===== config.mk =====
export PLATFORM = sky130hd
export DESIGN_NAME = lut_ram_burst_ctrl
export DESIGN_NICKNAME = d
export VERILOG_FILES = /design/src/rtl/lut_ram_pkg.sv /design/src/rtl/burst_skid_fifo.sv /design/src/rtl/lut_ram_burst_ctrl.sv
export SDC_FILE = /design/constraint.sdc
export NUM_CORES = 1
export LEC_CHECK = 0
export CAP_MARGIN = 5
export CORE_ASPECT_RATIO = 1.25
export CORE_MARGIN = 3
export CORE_UTILIZATION = 41
export CTS_CLUSTER_SIZE = 16
export DETAILED_ROUTE_END_ITERATION = 8
export GPL_TIMING_DRIVEN = 0
export PLACE_DENSITY = 0.84
export SKIP_LAST_GASP = 1
export SLEW_MARGIN = 10
export SYNTH_ARGS = -nofsm -noshare
export SYNTH_HDL_FRONTEND = slang
export SYNTH_HIERARCHICAL = 1
export SYNTH_SLANG_ARGS = --single-unit

===== constraint.sdc =====
create_clock -name clk -period 2.8 [get_ports clk]
set_input_delay 0.7 -clock clk [delete_from_list [all_inputs] [get_ports clk]]
set_output_delay 0.7 -clock clk [all_outputs]
set_load 0.01 [all_outputs]

===== src/rtl/lut_ram_pkg.sv =====
// Shared definitions for the LUT RAM burst controller: default geometry,
// burst FSM states and RAM operation encoding.
package lut_ram_pkg;

    localparam int WIDTH_DEF = 32;
    localparam int DEPTH_DEF = 2048;

    localparam logic RAM_OP_READ  = 1'b1;
    localparam logic RAM_OP_WRITE = 1'b0;

    typedef enum logic [2:0] {
        IDLE,
        WRITE,
        READ,
        DRAIN,
        DONE
    } burst_state_t;

endpackage


===== src/rtl/burst_skid_fifo.sv =====
// Two-entry valid/ready FIFO that catches RAM read data one cycle after issue.
// Occupancy is exported so the issuer can avoid overflowing it.
module burst_skid_fifo
    import lut_ram_pkg::*;
#(
    parameter int WIDTH = WIDTH_DEF
) (
    input  logic             clk,
    input  logic             reset,
    input  logic             push,
    input  logic [WIDTH-1:0] push_data,
    output logic             out_valid,
    input  logic             out_ready,
    output logic [WIDTH-1:0] out_data,
    output logic [1:0]       count
);

    logic [WIDTH-1:0] mem [2];
    logic             wr_ptr;
    logic             rd_ptr;
    logic             pop;

    assign out_valid = (count != 2'd0);
    assign pop       = out_valid && out_ready;
    assign out_data  = mem[rd_ptr];

    // Simultaneous push and pop leave the count unchanged.
    always_ff @(posedge clk) begin
        if (reset) begin
            mem[0] <= '0;
            mem[1] <= '0;
            wr_ptr <= 1'b0;
            rd_ptr <= 1'b0;
            count  <= 2'd0;
        end else begin
            if (push) begin
                mem[wr_ptr] <= push_data;
                wr_ptr      <= ~wr_ptr;
            end
            if (pop) begin
                rd_ptr <= ~rd_ptr;
            end
            case ({push, pop})
                2'b10:   count <= count + 2'd1;
                2'b01:   count <= count - 2'd1;
                default: count <= count;
            endcase
        end
    end

endmodule


===== src/rtl/lut_ram_burst_ctrl.sv =====
// Burst sequencer in front of the single-port LUT RAM (write stream in, read stream out).
// Optional BURST_CHECKSUM_EN adds an XOR checksum of the last completed burst.
module lut_ram_burst_ctrl
    import lut_ram_pkg::*;
#(
    parameter int WIDTH = WIDTH_DEF,
    parameter int DEPTH = DEPTH_DEF,
    parameter int LW    = $clog2(DEPTH) + 1
) (
    input  logic                     clk,
    input  logic                     reset,
    input  logic                     cmd_valid,
    output logic                     cmd_ready,
    input  logic                     cmd_read,
    input  logic [$clog2(DEPTH)-1:0] cmd_addr,
    input  logic [LW-1:0]            cmd_len,
    input  logic                     wr_valid,
    output logic                     wr_ready,
    input  logic [WIDTH-1:0]         wr_data,
    output logic                     rd_valid,
    input  logic                     rd_ready,
    output logic [WIDTH-1:0]         rd_data,
    output logic                     done,
    output logic                     ram_write_read_en,
    output logic [$clog2(DEPTH)-1:0] ram_address,
    output logic [WIDTH-1:0]         ram_din,
    input  logic [WIDTH-1:0]         ram_dout
`ifdef BURST_CHECKSUM_EN
    ,
    output logic [WIDTH-1:0]         checksum
`endif
);

    localparam int            AW        = $clog2(DEPTH);
    localparam logic [AW-1:0] LAST_ADDR = AW'(DEPTH - 1);
    localparam logic [LW-1:0] MAX_LEN   = LW'(DEPTH);

    burst_state_t    state;
    burst_state_t    next_state;
    logic [AW-1:0]   ptr;
    logic [LW-1:0]   remaining;
    logic [LW-1:0]   len_clamped;
    logic            in_flight;
    logic            cmd_fire;
    logic            wr_fire;
    logic            issue_rd;
    logic            rd_pop;
    logic [1:0]      fifo_count;
    logic [2:0]      occ_after;

    assign len_clamped = (cmd_len > MAX_LEN) ? MAX_LEN : cmd_len;
    assign cmd_fire    = cmd_valid && cmd_ready;
    assign rd_pop      = rd_valid && rd_ready;

    // Slots already committed once this cycle's pop is taken into account.
    assign occ_after = {1'b0, fifo_count} + {2'b00, in_flight} - {2'b00, rd_pop};

    assign ram_write_read_en = wr_fire ? RAM_OP_WRITE : RAM_OP_READ;
    assign ram_address       = ptr;
    assign ram_din           = wr_fire ? wr_data : '0;

    always_ff @(posedge clk) begin
        if (reset) begin
            state <= IDLE;
        end else begin
            state <= next_state;
        end
    end

    always_comb begin
        next_state = state;
        cmd_ready  = 1'b0;
        wr_ready   = 1'b0;
        done       = 1'b0;
        wr_fire    = 1'b0;
        issue_rd   = 1'b0;
        case (state)
            IDLE: begin
                cmd_ready = 1'b1;
                if (cmd_valid) begin
                    if (len_clamped == '0) begin
                        next_state = DONE;
                    end else if (cmd_read) begin
                        next_state = READ;
                    end else begin
                        next_state = WRITE;
                    end
                end
            end
            WRITE: begin
                wr_ready = 1'b1;
                wr_fire  = wr_valid;
                if (wr_valid && (remaining == LW'(1))) begin
                    next_state = DONE;
                end
            end
            READ: begin
                if (occ_after < 3'd2) begin
                    issue_rd = 1'b1;
                    if (remaining == LW'(1)) begin
                        next_state = DRAIN;
                    end
                end
            end
            DRAIN: begin
                if (!in_flight && (fifo_count == 2'd0)) begin
                    next_state = DONE;
                end
            end
            DONE: begin
                done       = 1'b1;
                next_state = IDLE;
            end
            default: next_state = IDLE;
        endcase
    end

    always_ff @(posedge clk) begin
        if (reset) begin
            ptr       <= '0;
            remaining <= '0;
            in_flight <= 1'b0;
        end else begin
            in_flight <= issue_rd;
            if (cmd_fire) begin
                ptr       <= cmd_addr;
                remaining <= len_clamped;
            end else if (wr_fire || issue_rd) begin
                ptr       <= (ptr == LAST_ADDR) ? '0 : ptr + 1'b1;
                remaining <= remaining - 1'b1;
            end
        end
    end

    burst_skid_fifo #(
        .WIDTH (WIDTH)
    ) u_fifo (
        .clk       (clk),
        .reset     (reset),
        .push      (in_flight),
        .push_data (ram_dout),
        .out_valid (rd_valid),
        .out_ready (rd_ready),
        .out_data  (rd_data),
        .count     (fifo_count)
    );

`ifdef BURST_CHECKSUM_EN
    logic [WIDTH-1:0] acc;

    always_ff @(posedge clk) begin
        if (reset) begin
            acc <= '0;
        end else if (cmd_fire) begin
            acc <= '0;
        end else if (wr_fire) begin
            acc <= acc ^ wr_data;
        end else if (rd_pop) begin
            acc <= acc ^ rd_data;
        end
    end

    assign checksum = acc;
`endif

endmodule


# Word level (Yosys, flattened, before mapping)
# Memory sizes are Yosys's and may differ from the RTL's. A register that Yosys moved wholly into a read port is not among the register bits.
# Index checks and enable logic that the tools add are counted.
[totals]
reg_bits = 31
ram_bits = 64
elab_cells = 78
input_bits = 93
mem_count = 1
[op_classes]
reduce_logical = 14
eq_ne = 13
n_mux = 33
bitwise_logic = 2
order_cmp = 2
n_addsub = 6
[mem_list]
columns = ["memory", "depth", "word_bits", "read_ports", "rd_clocked_by_memory_dff", "wr", "line", "text"]
rows = [
  ["u_fifo.mem", 2, 32, 1, 1, 2, "burst_skid_fifo.sv:18", "logic [WIDTH-1:0] mem [2];"],
]
[op_table]
columns = ["operator", "n"]
rows = [
  ["$mux 32", 2],
  ["$mux 12", 3],
  ["$mux 11", 3],
  ["$reduce_or 32->1", 1],
  ["$mux 3", 6],
  ["$mux 1", 16],
  ["$eq 12x1->1 const B", 1],
  ["$gt 12x12->1 const B", 1],
  ["$logic_not 12->1", 1],
  ["$pmux 3 s4", 1],
  ["$sub 12x1->12 const B", 1],
  ["$add 11x1->11 const B", 1],
  ["$eq 11x11->1 const B", 1],
  ["$ne 2x2->1 const B", 5],
  ["$eq 3x2->1 const B", 2],
  ["$reduce_bool 2->1", 3],
  ["$reduce_and 5->1", 1],
  ["$logic_and 1x1->1", 4],
  ["$pmux 2 s2", 1],
  ["$add 2x1->3", 1],
  ["$eq 3x1->1 const B", 1],
  ["$eq 3x3->1 const B", 1],
  ["$logic_not 3->1", 1],
  ["$lt 3x2->1 const B", 1],
  ["10 further kinds", 11],
]

# Depth between registers and ports, before layout
[depth]
ltp_word = 9
ltp_mapped = 11
depth_no_buf = 10

# By module
# The synthesis kept the hierarchy.
[modules_own_cells]
columns = ["mod", "area_each_um2", "n_inst", "cells_per_inst", "seq_area_each_um2"]
rows = [
  ["burst_skid_fifo", 3010.4, 1, 231, 2021.9],
  ["lut_ram_burst_ctrl", 1910.6, 1, 241, 540.5],
]

# Worst setup path after synthesis
# No wires, ideal clock.
[synth_path]
kind = "register -> register"
start = "register u_fifo.count[1]"
end = "register remaining[10]"
path_stages_with_launch = 10
t_required_ns = 2.725
setup_ns = 0.075
t_arrival_ns = 2.738
setup_slack_ns = -0.012
path_cell_list = "dfxtp_1 > or2_2 > and2_1 > ha_1 > nor2b_1 > fa_1 > o31a_4 > buf_6 > or3_1 > a31oi_1"
[synth_between]
elab_chain_cells = 8
elab_cells_between_ends = 9
[synth_rtl]
columns = ["element", "line", "text"]
rows = [
  ["start: declaration", "burst_skid_fifo.sv:15", "output logic [1:0] count"],
  ["start signal: assignment", "burst_skid_fifo.sv:44", "2'b10: count <= count + 2'd1;"],
  ["start signal: assignment", "burst_skid_fifo.sv:45", "2'b01: count <= count - 2'd1;"],
  ["start signal: assignment", "burst_skid_fifo.sv:46", "default: count <= count;"],
  ["$reduce_bool 2->1", "burst_skid_fifo.sv:23", "assign out_valid = (count != 2'd0);"],
  ["named net rd_valid", "lut_ram_burst_ctrl.sv:20", "output logic rd_valid,"],
  ["$logic_and 1x1->1", "lut_ram_burst_ctrl.sv:53", "assign rd_pop = rd_valid && rd_ready;"],
  ["$sub 3x1->3", "lut_ram_burst_ctrl.sv:56", "assign occ_after = {1'b0, fifo_count} + {2'b00, in_flight} - {2'b00, rd_pop};"],
  ["$lt 3x2->1", "lut_ram_burst_ctrl.sv:98", "if (occ_after < 3'd2) begin"],
  ["$mux 1", "lut_ram_burst_ctrl.sv:98", ""],
  ["$mux 1", "lut_ram_burst_ctrl.sv:77", "case (state)"],
  ["$logic_or 1x1->1", "lut_ram_burst_ctrl.sv:128", "end else if (wr_fire || issue_rd) begin"],
  ["$reduce_bool 2->1 (no line)", "-", ""],
  ["end signal: assignment", "lut_ram_burst_ctrl.sv:127", "remaining <= len_clamped;"],
  ["end signal: assignment", "lut_ram_burst_ctrl.sv:130", "remaining <= remaining - 1'b1;"],
  ["end: declaration", "lut_ram_burst_ctrl.sv:41", "logic [LW-1:0] remaining;"],
]
# The timed path passes the listed nets, and every way through them passes these cells.
# A chain may end at the register's enable or synchronous reset.

# Worst setup path in the final report
[layout_path]
start = "register u_fifo.count[1]"
end = "register ptr[8], in the netlist ram_address[8]"
[layout_between]
elab_chain_cells = 8
elab_cells_between_ends = 9
[layout_rtl]
columns = ["element", "line", "text"]
rows = [
  ["parallel branches: the longest is 2 deep, another holds $add 2x1->3", "-", ""],
  ["$sub 3x1->3 (*)", "lut_ram_burst_ctrl.sv:56", ""],
  ["$lt 3x2->1 (*)", "lut_ram_burst_ctrl.sv:98", ""],
  ["$mux 1 (*)", "lut_ram_burst_ctrl.sv:98", ""],
  ["$mux 1 (*)", "lut_ram_burst_ctrl.sv:77", ""],
  ["$logic_or 1x1->1 (*)", "lut_ram_burst_ctrl.sv:128", ""],
  ["$reduce_bool 2->1 (no line) (*)", "-", ""],
  ["end signal: assignment", "lut_ram_burst_ctrl.sv:126", "ptr <= cmd_addr;"],
  ["end signal: assignment", "lut_ram_burst_ctrl.sv:129", "ptr <= (ptr == LAST_ADDR) ? '0 : ptr + 1'b1;"],
  ["end: declaration", "lut_ram_burst_ctrl.sv:40", "logic [AW-1:0] ptr;"],
]
# Every way passes the cells marked *.

==> results.sh <==
export IMPL_worstHoldEndpoint="u_fifo/wr_ptr"
export IMPL_area_growth_pct=49.07
export IMPL_wl_met2_um=7360
export IMPL_avgSynthCellArea_sq_um=10.43
export IMPL_synth_flop_cell="edfxtp_1"
export IMPL_die_area_sq_mm=0.01336
export IMPL_clkPwrFrac_pct=22.2
export IMPL_holdWs_ns=0.4867
export IMPL_cp_start_kind="register"
export IMPL_slew_headroom_pct=43.25
export IMPL_routed_top_layer="met4"
export IMPL_comb_power_share_pct=42.0
export IMPL_wl_met1_um=5741
export IMPL_grt_pass1_vias=4470
export IMPL_synth_edf_count=64
export IMPL_ff2ff_path_depth=10
export IMPL_nNetsFinal=760
export IMPL_p_sw_mw=1.870
export IMPL_die_x_um=104.0
export IMPL_synth_largest_area_cell="edfxtp_1"
export IMPL_status="completed"
export IMPL_synth_top_area_share_pct=39.05
export IMPL_ys_warn_count=6
export IMPL_core_area_sq_mm=0.01167
export IMPL_min_from="u_fifo/wr_ptr"
export IMPL_io_buffers=171
export IMPL_powerDensity_mw_per_mm2=731.8
export IMPL_rsz0062_at_grt="yes"
export IMPL_grt_remaining_overflow=0
export IMPL_viasPerCell=5.287
export IMPL_cts_tree="built"
export IMPL_clkLatencyLatePin_ns=0.34
export IMPL_cts_hold_buf=0
export IMPL_syn_inst=472
export IMPL_cts_root_buf="clkbuf_16"
export IMPL_initial_core_util_pct=42.16
export IMPL_required_ns=3.03
export IMPL_setup_viol=0
export IMPL_peakVddDrop_v=0.0003912
export IMPL_fin_ws_ns=0.05298
export IMPL_pwr_share_seq_pct=35.8
export IMPL_antenna_found_initial=0
export IMPL_ys_seq_elements=96
export IMPL_final_common_cell="clkdlybuf4s50_1"
export IMPL_post_route_drc_count=0
export IMPL_dp_hpwl_um=10380
export IMPL_finalCriticalPeriod_ns=2.747
export IMPL_fin_crit_sh_pct=98.11
export IMPL_grt_max_degree=33
export IMPL_num_rows=44
export IMPL_yosysSeqAreaShare_pct=52.07
export IMPL_vias=4372
export IMPL_arrival_ns=2.98
export IMPL_dp_cells=804
export IMPL_layout_drive_gt1_share_pct=14.41
export IMPL_wl_per_cell_um=17.18
export IMPL_numCtsBuffers=9
export IMPL_setup_tns_ns=0
export IMPL_crit_chain="or2_4 -> and2_4 -> ha_4 -> nor2b_2 -> fa_2 -> xnor2_4 -> o31a_4 -> bufbuf_16 -> nor3_2 -> a2111oi_2"
export IMPL_dr_first_iter_drc_count=244
export IMPL_finalNonFillerCells=827
export IMPL_critPathSlowestCell="fa_2"
export IMPL_p_sw_share_pct=34.84
export IMPL_grt_usage_pct=20.28
export IMPL_r2r_end="ram_address[8]"
export IMPL_holdPathStages=2
export IMPL_synth_nets=571
export IMPL_wl_met3_um=923
export IMPL_grt_pass1_wl_um=22120
export IMPL_placed_cell_area_sq_mm=0.006842
export IMPL_routed_wl_um=14210
export IMPL_drv_slew=0
export IMPL_io_pins=173
export IMPL_cts_sinks=96
export IMPL_max_stage_delay_ns=0.43
export IMPL_multi_input_area_sq_mm=0.002320
export IMPL_worst_slew_pin_slew_ns=0.8512
export IMPL_finClkSkew_ns=0.008494
export IMPL_power_leakage_nw=2.771
export IMPL_reg2reg_slack_ns=0.05
export IMPL_regArea_sq_mm=0.002570
export IMPL_dpl_worst_slack_ns=-0.8125
export IMPL_hp_class="reg -> reg"
export IMPL_path_class="reg -> reg"
export IMPL_cp_max_fo=7
export IMPL_p_int_mw=3.498
export IMPL_fmax_mhz=364.0
export IMPL_routabilityCongestion=0.8757
export IMPL_fill_cells=946
export IMPL_maxCapViolCount=0
export IMPL_mostFrequentLayoutCells="clkdlybuf4s50_1, nor2_1, edfxtp_1"
export IMPL_syn_area_sq_mm=0.004921
export IMPL_diodes=0
export IMPL_die_h_um=128.5
export IMPL_finalHoldViolCount=0
export IMPL_clock_path_buffers=2
export IMPL_h_tree_depth=3
export IMPL_drtPass1Iterations=5
export IMPL_timing_rr_start="u_fifo/count[1]"
export IMPL_synth_area_leaders="edfxtp_1, dfxtp_1, mux2_2"
export IMPL_ant_nets=0
export IMPL_synth_distinct_cells=56
export IMPL_end_kind="register"
export IMPL_final_area_sq_mm=0.007336
export IMPL_clk_pin_slew_worst_paths_ns=0.07
export IMPL_synthArstFlopShare_pct=0
-- kinds of logic (layout without fill, tap and decap cells) --
group                    Yosys count  count (layout)  share of synthesized area (%)
AND/OR/NAND/NOR                  224             224                          23.57
flip-flops                        96              96                          52.07
AO/OA/AOI/OAI                     63              63                          9.408
buffers and inverters             38             232                          3.610
multiplexers                      33              33                          7.526
XOR/XNOR                          12              12                          2.136
adder cells (fa/ha/maj)            6               6                          1.678
-- routing by layer --
| metal | global-route usage, % | up-vias |
|---|---|---|
| li1 | - | 2056 |
| met1 | 22.64 | 2103 |
| met2 | 38.50 | 197 |
| met3 | 4.867 | 16 |
| met4 | 5.790 | 0 |
| met5 | 0 | - |
-- critical path: cells and delay by family, from the launching register on --
family | cells | cell delay, ns
AND/OR/NAND/NOR | 4 | 0.48
buffers and inverters | 1 | 0.29
adder cells (fa/ha/maj) | 2 | 0.69
XOR/XNOR | 1 | 0.23
flip-flops | 1 | 0.34
AO/OA/AOI/OAI | 2 | 0.62
-- state kept, by name (all words and copies together), names as in the netlist, named ones only --
register and count:
u_fifo/mem 64, remaining 12, ram_address 11, state 3, u_fifo/count 2, in_flight 1, u_fifo/rd_ptr 1, u_fifo/wr_ptr 1
-- per-stage QoR --
step	total power [mW]	util, %
2_1_floorplan	3.080	-
3_3_place_gp	3.904	58.58
3_5_place_dp	3.955	58.62
4_1_cts	5.239	61.91
5_1_grt	5.625	62.85
6_report	5.369	62.85
-- synthesized netlist by cell type, types with 3 or more instances --
cell and number:
nor2_1 84, edfxtp_1 64, and2_1 35, nand2b_1 35
dfxtp_1 32, mux2_2 30, nand2_1 19, a21oi_1 18
clkbuf_1 16, nor3_1 13, inv_1 11, nand3_1 9
o21ai_0 8, nor4_1 7, xnor2_1 7, a211oi_1 5
ha_1 5, nand4_1 5, xor2_1 5, a31oi_1 4
buf_2 4, buf_4 4, a2111oi_0 3, a2111oi_2 3
a221oi_1 3, a22o_1 3, or3_1 3
-- power by group through the flow --
stage,clock network (mW),logic (mW),registers [mW]
final,1.19,2.25,1.92
after global routing,1.25,2.43,1.94
after CTS,1.20,2.14,1.90
after detailed placement,0,2.02,1.94
after global placement,0,1.98,1.92
after floorplan,0,1.17,1.91
-- what timing repair did --
action / 4_1_cts / 5_1_grt
setup buffers: 3 / 3
endpoints found under the setup margin: 56 / 17
gates resized for setup: 59 / 13
gates cloned: 1 / 0
pin swaps: 10 / 12
-- area by class of cell --
class	instances	share of cell area, %
flip-flops and latches	96	35.03
multi-input cells	338	31.62
repair buffers	178	24.02
clock buffers	10	3.121
well taps	161	2.746
plain buffers	27	2.115
clock inverters	6	0.7846
inverters	11	0.5629
-- how the worst max path moves through the flow --
stage | start | slack, ns | endpoint | cells past startpoint
3_3_place_gp | rd_ready | -0.81 | remaining[10] | 10
6_report | u_fifo/count[1] | 0.05 | ram_address[8] | 10
2_1_floorplan | rd_ready | -0.009 | remaining[4] | 9
3_5_place_dp | rd_ready | -0.81 | remaining[4] | 10
4_1_cts | u_fifo/count[1] | -0.03 | ram_address[3] | 10
5_1_grt | u_fifo/count[1] | -0.02 | ram_address[8] | 10
No activity file was read; power rests on OpenSTA's default activity.
